## src/rtl/ps2_pkg.sv

```systemverilog
// Shared constants, types and key classification for the PS/2 key tracker.
// Scan-code prefixes, key_state encodings and decoder states live here.
package ps2_pkg;

  typedef enum logic [1:0] {
    KS_NOKEY = 2'b00,
    KS_UP    = 2'b01,
    KS_DOWN  = 2'b10,
    KS_OTHER = 2'b11
  } key_state_e;

  typedef enum logic [2:0] {
    ST_IDLE,
    ST_E0,
    ST_F0,
    ST_E0F0,
    ST_SKIP
  } dec_state_e;

  localparam logic [7:0] PFX_E0 = 8'hE0;
  localparam logic [7:0] PFX_F0 = 8'hF0;
  localparam logic [7:0] PFX_E1 = 8'hE1;
  localparam logic [7:0] FAKE_SHIFT = 8'h12;
  localparam logic [7:0] RSP_AA = 8'hAA;
  localparam logic [7:0] RSP_FA = 8'hFA;
  localparam logic [7:0] RSP_FE = 8'hFE;

  localparam logic [2:0] E1_SKIP_BYTES = 3'd7;

  localparam int NUM_UP   = 4;
  localparam int NUM_DOWN = 3;

  localparam logic [8:0] UP_CODES [NUM_UP] =
    '{9'h01D, 9'h043, 9'h029, 9'h175};
  localparam logic [8:0] DOWN_CODES [NUM_DOWN] =
    '{9'h01B, 9'h042, 9'h172};

  typedef struct packed {
    logic [8:0] code;
    logic       brk;
    logic       rep;
  } key_evt_t;

  function automatic key_state_e key_class(
    input logic [8:0] code
  );
    key_state_e cls;
    cls = KS_OTHER;
    for (int i = 0; i < NUM_UP; i++)
      if (code == UP_CODES[i]) cls = KS_UP;
    for (int i = 0; i < NUM_DOWN; i++)
      if (code == DOWN_CODES[i]) cls = KS_DOWN;
    return cls;
  endfunction

endpackage

```

## src/rtl/ps2_rx_frame.sv

```systemverilog
// PS/2 frame receiver: synchronisers, falling-edge sampling,
// parity/stop check and stalled-frame timeout.
module ps2_rx_frame
  import ps2_pkg::*;
#(
  parameter int TIMEOUT_CYC = 100000
) (
  input  logic       clk,
  input  logic       rst_n,
  input  logic       ps2_clk_i,
  input  logic       ps2_data_i,
  output logic       byte_vld_o,
  output logic [7:0] byte_o,
  output logic       frame_err_o
);

  localparam int TW = $clog2(TIMEOUT_CYC + 1);

  logic [2:0]    clk_sync_q;
  logic [1:0]    dat_sync_q;
  logic [3:0]    bitcnt_q;
  logic [8:0]    shreg_q;
  logic [TW-1:0] tmo_q;
  logic          byte_vld_q;
  logic [7:0]    byte_q;
  logic          err_q;

  logic fall;
  logic din;

  assign fall = clk_sync_q[2] & ~clk_sync_q[1];
  assign din  = dat_sync_q[1];

  always_ff @(posedge clk) begin
    if (!rst_n) begin
      clk_sync_q <= '0;
      dat_sync_q <= '0;
      bitcnt_q   <= '0;
      shreg_q    <= '0;
      tmo_q      <= '0;
      byte_vld_q <= 1'b0;
      byte_q     <= '0;
      err_q      <= 1'b0;
    end else begin
      clk_sync_q <= {clk_sync_q[1:0], ps2_clk_i};
      dat_sync_q <= {dat_sync_q[0], ps2_data_i};
      byte_vld_q <= 1'b0;
      err_q      <= 1'b0;
      if (fall) begin
        tmo_q <= '0;
        unique case (1'b1)
          (bitcnt_q == 4'd0): begin
            // a high start bit is line noise, not a frame
            if (!din) bitcnt_q <= 4'd1;
          end
          (bitcnt_q == 4'd10): begin
            bitcnt_q <= '0;
            if ((^shreg_q) && din) begin
              byte_vld_q <= 1'b1;
              byte_q     <= shreg_q[7:0];
            end else begin
              err_q <= 1'b1;
            end
          end
          default: begin
            shreg_q  <= {din, shreg_q[8:1]};
            bitcnt_q <= bitcnt_q + 4'd1;
          end
        endcase
      end else if (bitcnt_q != 4'd0) begin
        if (tmo_q == TW'(TIMEOUT_CYC - 1)) begin
          bitcnt_q <= '0;
          tmo_q    <= '0;
          err_q    <= 1'b1;
        end else begin
          tmo_q <= tmo_q + 1'b1;
        end
      end
    end
  end

  assign byte_vld_o  = byte_vld_q;
  assign byte_o      = byte_q;
  assign frame_err_o = err_q;

endmodule

```

## src/rtl/ps2_key_tracker.sv

```systemverilog
// PS/2 keyboard scan-code decoder with a held-key table and
// a single-entry event register with valid/ready handshake.
module ps2_key_tracker
  import ps2_pkg::*;
#(
  parameter int DEPTH       = 4,
  parameter int TIMEOUT_CYC = 100000
) (
  input  logic                       clk,
  input  logic                       rst_n,
  input  logic                       ps2_clk,
  input  logic                       ps2_data,
  output logic                       evt_valid,
  input  logic                       evt_ready,
  output logic [8:0]                 evt_code,
  output logic                       evt_break,
  output logic                       evt_repeat,
  output logic [$clog2(DEPTH+1)-1:0] held_cnt,
  output logic [1:0]                 key_state,
  output logic                       frame_err,
  output logic                       evt_drop
);

  localparam int CW = $clog2(DEPTH + 1);

  logic       byte_vld;
  logic [7:0] rx_byte;

  ps2_rx_frame #(
    .TIMEOUT_CYC(TIMEOUT_CYC)
  ) u_rx (
    .clk        (clk),
    .rst_n      (rst_n),
    .ps2_clk_i  (ps2_clk),
    .ps2_data_i (ps2_data),
    .byte_vld_o (byte_vld),
    .byte_o     (rx_byte),
    .frame_err_o(frame_err)
  );

  dec_state_e st_q, st_d;
  logic [2:0] skip_q, skip_d;

  logic       go;
  logic       go_brk;
  logic [8:0] go_code;

  always_comb begin
    st_d    = st_q;
    skip_d  = skip_q;
    go      = 1'b0;
    go_brk  = 1'b0;
    go_code = 9'h000;
    if (byte_vld) begin
      unique case (st_q)
        ST_IDLE: begin
          unique case (1'b1)
            (rx_byte == PFX_E0): st_d = ST_E0;
            (rx_byte == PFX_F0): st_d = ST_F0;
            (rx_byte == PFX_E1): begin
              st_d   = ST_SKIP;
              skip_d = E1_SKIP_BYTES;
            end
            (rx_byte == RSP_AA ||
             rx_byte == RSP_FA ||
             rx_byte == RSP_FE): st_d = ST_IDLE;
            default: begin
              go      = 1'b1;
              go_code = {1'b0, rx_byte};
            end
          endcase
        end
        ST_E0: begin
          unique case (1'b1)
            (rx_byte == PFX_F0):     st_d = ST_E0F0;
            (rx_byte == FAKE_SHIFT): st_d = ST_E0;
            default: begin
              go      = 1'b1;
              go_code = {1'b1, rx_byte};
              st_d    = ST_IDLE;
            end
          endcase
        end
        ST_F0: begin
          go      = 1'b1;
          go_brk  = 1'b1;
          go_code = {1'b0, rx_byte};
          st_d    = ST_IDLE;
        end
        ST_E0F0: begin
          st_d = ST_IDLE;
          if (rx_byte != FAKE_SHIFT) begin
            go      = 1'b1;
            go_brk  = 1'b1;
            go_code = {1'b1, rx_byte};
          end
        end
        ST_SKIP: begin
          skip_d = skip_q - 3'd1;
          if (skip_q == 3'd1) st_d = ST_IDLE;
        end
        default: st_d = ST_IDLE;
      endcase
    end
  end

  logic [8:0]  tbl_q [DEPTH];
  logic [8:0]  tbl_d [DEPTH];
  logic [CW-1:0] cnt_q, cnt_d;
  logic          hit;
  logic [CW-1:0] hit_idx;
  logic          rep;
  key_state_e    ks_q, ks_d;

  always_comb begin
    hit     = 1'b0;
    hit_idx = '0;
    for (int i = 0; i < DEPTH; i++) begin
      if (!hit && CW'(i) < cnt_q &&
          tbl_q[i] == go_code) begin
        hit     = 1'b1;
        hit_idx = CW'(i);
      end
    end
  end

  always_comb begin
    tbl_d = tbl_q;
    cnt_d = cnt_q;
    rep   = 1'b0;
    if (go && !go_brk) begin
      if (hit) begin
        rep = 1'b1;
      end else if (cnt_q < CW'(DEPTH)) begin
        for (int i = 0; i < DEPTH; i++)
          if (CW'(i) == cnt_q) tbl_d[i] = go_code;
        cnt_d = cnt_q + 1'b1;
      end
    end
    if (go && go_brk && hit) begin
      // close the gap so entry cnt-1 stays the newest press
      for (int i = 0; i < DEPTH; i++) begin
        if (CW'(i) >= hit_idx) begin
          if (i == DEPTH - 1) tbl_d[i] = '0;
          else tbl_d[i] = tbl_q[(i + 1) % DEPTH];
        end
      end
      cnt_d = cnt_q - 1'b1;
    end
  end

  always_comb begin
    ks_d = KS_NOKEY;
    for (int i = 0; i < DEPTH; i++)
      if (CW'(i + 1) == cnt_d) ks_d = key_class(tbl_d[i]);
  end

  key_evt_t evt_q;
  logic     evt_valid_q;
  logic     drop_q;

  always_ff @(posedge clk) begin
    if (!rst_n) begin
      st_q        <= ST_IDLE;
      skip_q      <= '0;
      cnt_q       <= '0;
      ks_q        <= KS_NOKEY;
      evt_q       <= '0;
      evt_valid_q <= 1'b0;
      drop_q      <= 1'b0;
      for (int i = 0; i < DEPTH; i++) tbl_q[i] <= '0;
    end else begin
      st_q   <= st_d;
      skip_q <= skip_d;
      cnt_q  <= cnt_d;
      ks_q   <= ks_d;
      tbl_q  <= tbl_d;
      drop_q <= 1'b0;
      if (go) begin
        if (evt_valid_q && !evt_ready) begin
          drop_q <= 1'b1;
        end else begin
          evt_valid_q <= 1'b1;
          evt_q       <= '{code: go_code, brk: go_brk, rep: rep};
        end
      end else if (evt_ready) begin
        evt_valid_q <= 1'b0;
      end
    end
  end

  assign evt_valid  = evt_valid_q;
  assign evt_code   = evt_q.code;
  assign evt_break  = evt_q.brk;
  assign evt_repeat = evt_q.rep;
  assign held_cnt   = cnt_q;
  assign key_state  = ks_q;
  assign evt_drop   = drop_q;

endmodule

```

## config.mk

```make
export PLATFORM = sky130hd
export DESIGN_NAME = ps2_key_tracker
export DESIGN_NICKNAME = d
export VERILOG_FILES = /design/src/rtl/ps2_pkg.sv /design/src/rtl/ps2_rx_frame.sv /design/src/rtl/ps2_key_tracker.sv
export SDC_FILE = /design/constraint.sdc
export NUM_CORES = 1
export LEC_CHECK = 0
export BUFFER_PORTS_ARGS = -buffer_cell sky130_fd_sc_hd__buf_2
export CAP_MARGIN = 30
export CORE_MARGIN = 10
export CORE_UTILIZATION = 50
export CTS_CLUSTER_DIAMETER = 80
export DETAILED_ROUTE_END_ITERATION = 10
export GPL_TIMING_DRIVEN = 0
export PLACE_DENSITY = 0.67
export SETUP_SLACK_MARGIN = 0.02
export SYNTH_ARGS = -nofsm -noshare
export SYNTH_HDL_FRONTEND = slang
export SYNTH_SLANG_ARGS = --single-unit
```

## constraint.sdc

```tcl
create_clock -name clk -period 4.96 [get_ports clk]
set_input_delay 0.744 -clock clk [delete_from_list [all_inputs] [get_ports clk]]
set_output_delay 0.744 -clock clk [all_outputs]
set_load 0.005 [all_outputs]
```

; Word level (Yosys, flattened, before mapping)
; Cells that the tools add are included.
; W data, S select, Z words.
[totals]
out_inout_bits = 19
input_bits = 5
word_cells = 231
ff_bits = 105
[op_classes]
reduce_logical = 41
n_eq_ne = 59
n_mux = 91
n_addsub = 5
n_bitwise = 5
n_lt_le_gt_ge = 9
[ops]
columns = cell, n
row1 = $mux W36, 4
row2 = $mux W9, 11
row3 = $eq A9 B5 Y1 const B, 8
row4 = $eq A9 B7 Y1 const B, 8
row5 = $eq A9 B9 Y1 const B, 8
row6 = $mux W2, 32
row7 = $eq A8 B8 Y1 const B, 6
row8 = $eq A9 B6 Y1 const B, 4
row9 = $eq A9 B9 Y1, 4
row10 = $pmux W9 S4, 1
row11 = $mux W3, 8
row12 = $mux W1, 22
row13 = $add A17 B1 Y17 const B, 1
row14 = $eq A17 B17 Y1 const B, 1
row15 = $mux W17, 1
row16 = $mux W4, 4
row17 = $reduce_and A3 Y1, 5
row18 = $eq A2 B3 Y1 const A, 4
row19 = $logic_and A1 B1 Y1, 12
row20 = $pmux W3 S4, 1
row21 = $pmux W3 S3, 1
row22 = $reduce_xor A9 Y1, 1
row23 = $eq A8 B5 Y1 const B, 1
row24 = $mux W8, 1
row25 = other kinds (34), 61

; Depth between registers and ports, before layout
[logic_depth]
depth_word = 38
ltp_mapped = 20
mapped_depth_nobuf = 14

; Cells and area by module
; Synthesis repeated with hierarchy kept, for this count alone.
[hier_totals]
hier_cells = 868
area_unflattened_um2 = 6884.1
[modules_own_cells]
columns = mod, area_each_um2, n_inst, cells_each
row1 = ps2_key_tracker, 4895.9, 1, 640
row2 = ps2_rx_frame, 1988.2, 1, 228

; Worst setup path before layout
; OpenSTA, ideal clock, no wires.
[synth_timing]
path_type = register -> register
from = reg u_rx.byte_q[2] (netlist: u_rx.byte_o[2])
to = reg ks_q[1] (netlist: key_state[1])
setup_ns = 0.133
path_slack_ns = 0.682
arrival_ns = 4.145
path_stages_with_launch = 17
synth_period_minus_slack_ns = 4.278
cell_sequence = dfxtp_1 -> buf_6 -> or3_1 -> a2111o_1 -> a221o_1 -> nand3_2 -> buf_6 -> xor2_2 -> nand4_2 -> o21ai_4 -> o21ai_2 -> a311o_1 -> or4_4 -> a2111oi_2 -> a211oi_1 -> a311oi_2 -> a211oi_2
[synth_between]
elab_chain_len = 38
[synth_lines]
columns = item, line
row1 = "start, declared", ps2_rx_frame.sv:25  ; logic [7:0] byte_q;
row2 = "start signal, assigned", ps2_rx_frame.sv:60  ; byte_q <= shreg_q[7:0];
row3 = "parallel branches: the longest is 37 deep, another holds $pmux W9 S4", --
row4 = $mux W2 *, ps2_key_tracker.sv:155  ; if (CW'(i + 1) == cnt_d) ks_d = key_class(tbl_d[i]);
row5 = "end signal, assigned", ps2_key_tracker.sv:176  ; ks_q <= ks_d;
row6 = "end, declared", ps2_key_tracker.sv:113  ; key_state_e ks_q, ks_d;
; Mark *: on every way between the ends.
; A chain may end at the register's enable or synchronous reset.

; Worst setup path after layout
[layout_timing]
from = reg u_rx.byte_q[4] (netlist: u_rx.byte_o[4])
to = reg ks_q[0] (netlist: key_state[0])
[layout_between]
elab_chain_len = 37
[layout_lines]
columns = item, line
row1 = "parallel branches: the longest is 36 deep, another holds $pmux W9 S4", --
row2 = $mux W2 *, ps2_key_tracker.sv:155
; Marked as above.

==> results_dict.tcl <==
set metrics [dict create \
    cap_violations 0 \
    synth.area.top_cells "dfxtp_1 (31%), nor2_1 (6.8%), nand2_1 (4.2%)" \
    dp_hpwl_um 16000 \
    rsz0062_at_grt "yes" \
    first_pass_iters 6 \
    clockPowerShare 0.442 \
    layout-drive-gt1-share 0.200 \
    path_common_cell "buf_4" \
    clock_latency_ns 0.36 \
    synth_area_leader_cell "dfxtp_1" \
    fin_total_pwr_mw 1.56 \
    synth_fp_nets 853 \
    outcome "finished, violations left" \
    vias 6815 \
    ys_seq_area_frac 0.314 \
    post-place-ws_ns -0.528 \
    die_w_um 136 \
    p_int_mw 1.20 \
    netlist_instances 836 \
    worst_pin_slew_ns 0.845 \
    crit_chain "buf_2, or3_4, a2111o_1, buf_4, a221oi_4, buf_12, nor2_2, xnor2_1, nand4_1, o21ai_4, buf_6, nor2_1, a311o_1, a211o_1, buf_4, o31ai_2, o31a_1, buf_4, nor2_1, o2bb2ai_1" \
    period_share 1.00 \
    synth_edf_count 0 \
    first_global_vias 6277 \
    dieHeight_um 136 \
    ant_nets 0 \
    tritoncts "built" \
    place_area_um2 7040 \
    power_switching_mw 0.366 \
    via_per_inst 6.34 \
    crit_path_start_kind "register" \
    hp-class "register to register" \
    grt_busiest_layer "met2" \
    finalHoldViolCount 0 \
    synth_area_um2 6700 \
    yosysWarnings 0 \
    grt_util_met3 0.0415 \
    setup_viol 1 \
    wl_um 22300 \
    critPathSlowestCell "a2111o_1" \
    crit_path_max_incr_delay_ns 0.50 \
    fp-row-count 42 \
    seqPwrFrac 0.541 \
    grt.met1_usage 0.289 \
    clockRootBuffer "clkbuf_16" \
    finalMaxSlewViolations 0 \
    synthFlopType "dfxtp_1" \
    grt_start_max_net_pins 19 \
    nFillCells 1219 \
    endpoint_kind "register" \
    swShare 0.234 \
    grt_pass1_wl_um 33800 \
    syn_area_per_cell_um2 8.02 \
    initial_core_util 0.508 \
    fin_util 0.605 \
    synth_top_cell_area_share 0.314 \
    combPwrFrac 0.018 \
    coreArea_um2 13200 \
    htree_levels 3 \
    clock_skew_ns 0.0147 \
    clk_pin_slew_ns 0.07 \
    path_buf_inv 6 \
    drt-initial-drc-count 847 \
    powerDensity_nw_per_um2 196 \
    antenna_cells 0 \
    clock_path_buffers 2 \
    cp.arrival_ns 5.19 \
    drcViolationCount 0 \
    crit_family "compound AO/OA/AOI/OAI gates" \
    syn_to_final_growth_pct 19.2 \
    crit_type "register to register" \
    yosysMostFrequentCell "nor2_1" \
    ys_ff_latch 105 \
    numClockSinks 105 \
    max_freq_mhz 201 \
    worstPathRequired_ns 5.17 \
    gp_congestion 0.937 \
    crit_path_max_fanout 10 \
    ios 24 \
    synthTopCellsByCount "nor2_1 (121), dfxtp_1 (105), nand2_1 (75)" \
    slew_headroom 0.437 \
    use_met2 0.381 \
    setup_slack_ns -0.0206 \
    peakVddDrop_mv 0.213 \
    cts_buffers 9 \
    async_flop_share 0 \
    violations "setup timing" \
    period_minus_slack_ns 4.98 \
    antenna_found_initial 0 \
    dieArea_um2 18400 \
    port-buffer-count 23 \
    grt_usage 0.231 \
    design_area_um2 7990 \
    grt-ovfl-total 0 \
    power_leakage_nw 2.87 \
    nets 912 \
    yosysUniqueCellTypes 95 \
    wl_per_cell_um 20.7 \
]
## metal layers
layer  vias up  routed length (um)
li1       3168                   -
met1      3232                9220
met2       360               10500
met3        55                1830
met4         0                 720
met5         -                   0
## cell type report
cell class | instances | area [um2] | share of cell area
Tap cell | 176 | 220 | 0.0276
Clock inverter | 5 | 45.0 | 0.00564
Inverter | 18 | 67.6 | 0.00846
Buffer | 41 | 246 | 0.0309
Multi-Input combinational cell | 669 | 4730 | 0.592
Clock buffer | 10 | 229 | 0.0287
Sequential cell | 105 | 2100 | 0.264
Timing Repair Buffer | 51 | 342 | 0.0428
## power groups by stage
stage | clock [mW] | combinational, mW | sequential, mW
finish | 0.690 | 0.0277 | 0.844
global route | 0.734 | 0.0297 | 0.845
CTS | 0.700 | 0.0274 | 0.844
detailed placement | 0 | 0.0274 | 0.864
global placement | 0 | 0.0273 | 0.864
floorplan | 0 | 0.0142 | 0.864
## cells by family (layout without fill, tap and decap cells)
logic type | Yosys count | after routing | share of synthesized area
AND/OR/NAND/NOR | 390 | 391 | 0.300
AO/OA/AOI/OAI | 195 | 195 | 0.222
flip-flops | 105 | 105 | 0.314
buffers and inverters | 63 | 125 | 0.0426
XOR/XNOR | 44 | 44 | 0.0586
multiplexers | 27 | 27 | 0.0407
adder cells (fa/ha/maj) | 12 | 12 | 0.0224
## state kept, by name, indices dropped and copies added, names as in the netlist, 4 cells and up
signal / count
u_rx.bitcnt_q: 4
u_rx.shreg_q: 9
u_rx.byte_o: 8
tbl_q: 36
u_rx.tmo_q: 17
evt_code: 9
## per-stage QoR
step / hold WS [ns] / instances / setup TNS, ns
after floorplan: 0.412 / 836 / 0
after global placement: 0.421 / 1035 / -0.881
after detailed placement: 0.424 / 1035 / -0.856
after CTS: 0.441 / 1054 / -0.00899
after global routing: 0.455 / 1075 / -0.224
final: 0.438 / 1075 / -0.0206
## cells in the final DEF, fill, tap and decap left out, types with 5 or more instances in the layout
master,instances
nor2_1,117
dfxtp_1,103
nand2_1,74
a21oi_1,47
nor3_1,35
buf_2,34
nand3_1,34
and2_1,27
buf_4,27
xnor2_1,26
o21ai_0,23
mux2i_1,21
clkbuf_1,18
inv_1,17
xor2_1,17
nand4_1,13
ha_1,12
a211oi_1,11
or3_1,9
clkbuf_16,9
nor2b_1,8
o211ai_1,7
nor2_2,6
and3_1,6
nand2b_1,6
a31oi_1,6
a211oi_2,6
a21o_1,5
o21a_1,5
a311oi_1,5
nand3b_1,5
## repair_timing
| item | 4_1_cts | 5_1_grt |
|---|---|---|
| endpoints found under the setup margin | 2 | 2 |
| gates cloned | 0 | 1 |
| hold buffers | 0 | 0 |
| pin swaps | 6 | 24 |
| setup buffers | 4 | 24 |
| resized for setup | 20 | 85 |
## path summary, 6_finish.rpt
check	from	to	slack [ns]	cells after the start
max	u_rx.byte_o[4]	key_state[0]	-0.02	20
max reg2reg	u_rx.byte_o[4]	key_state[0]	-0.02	20
min	u_rx.dat_sync_q[0]	u_rx.dat_sync_q[1]	0.44	1
min reg2reg	u_rx.dat_sync_q[0]	u_rx.dat_sync_q[1]	0.44	1
(Power assumes the default switching activity.)
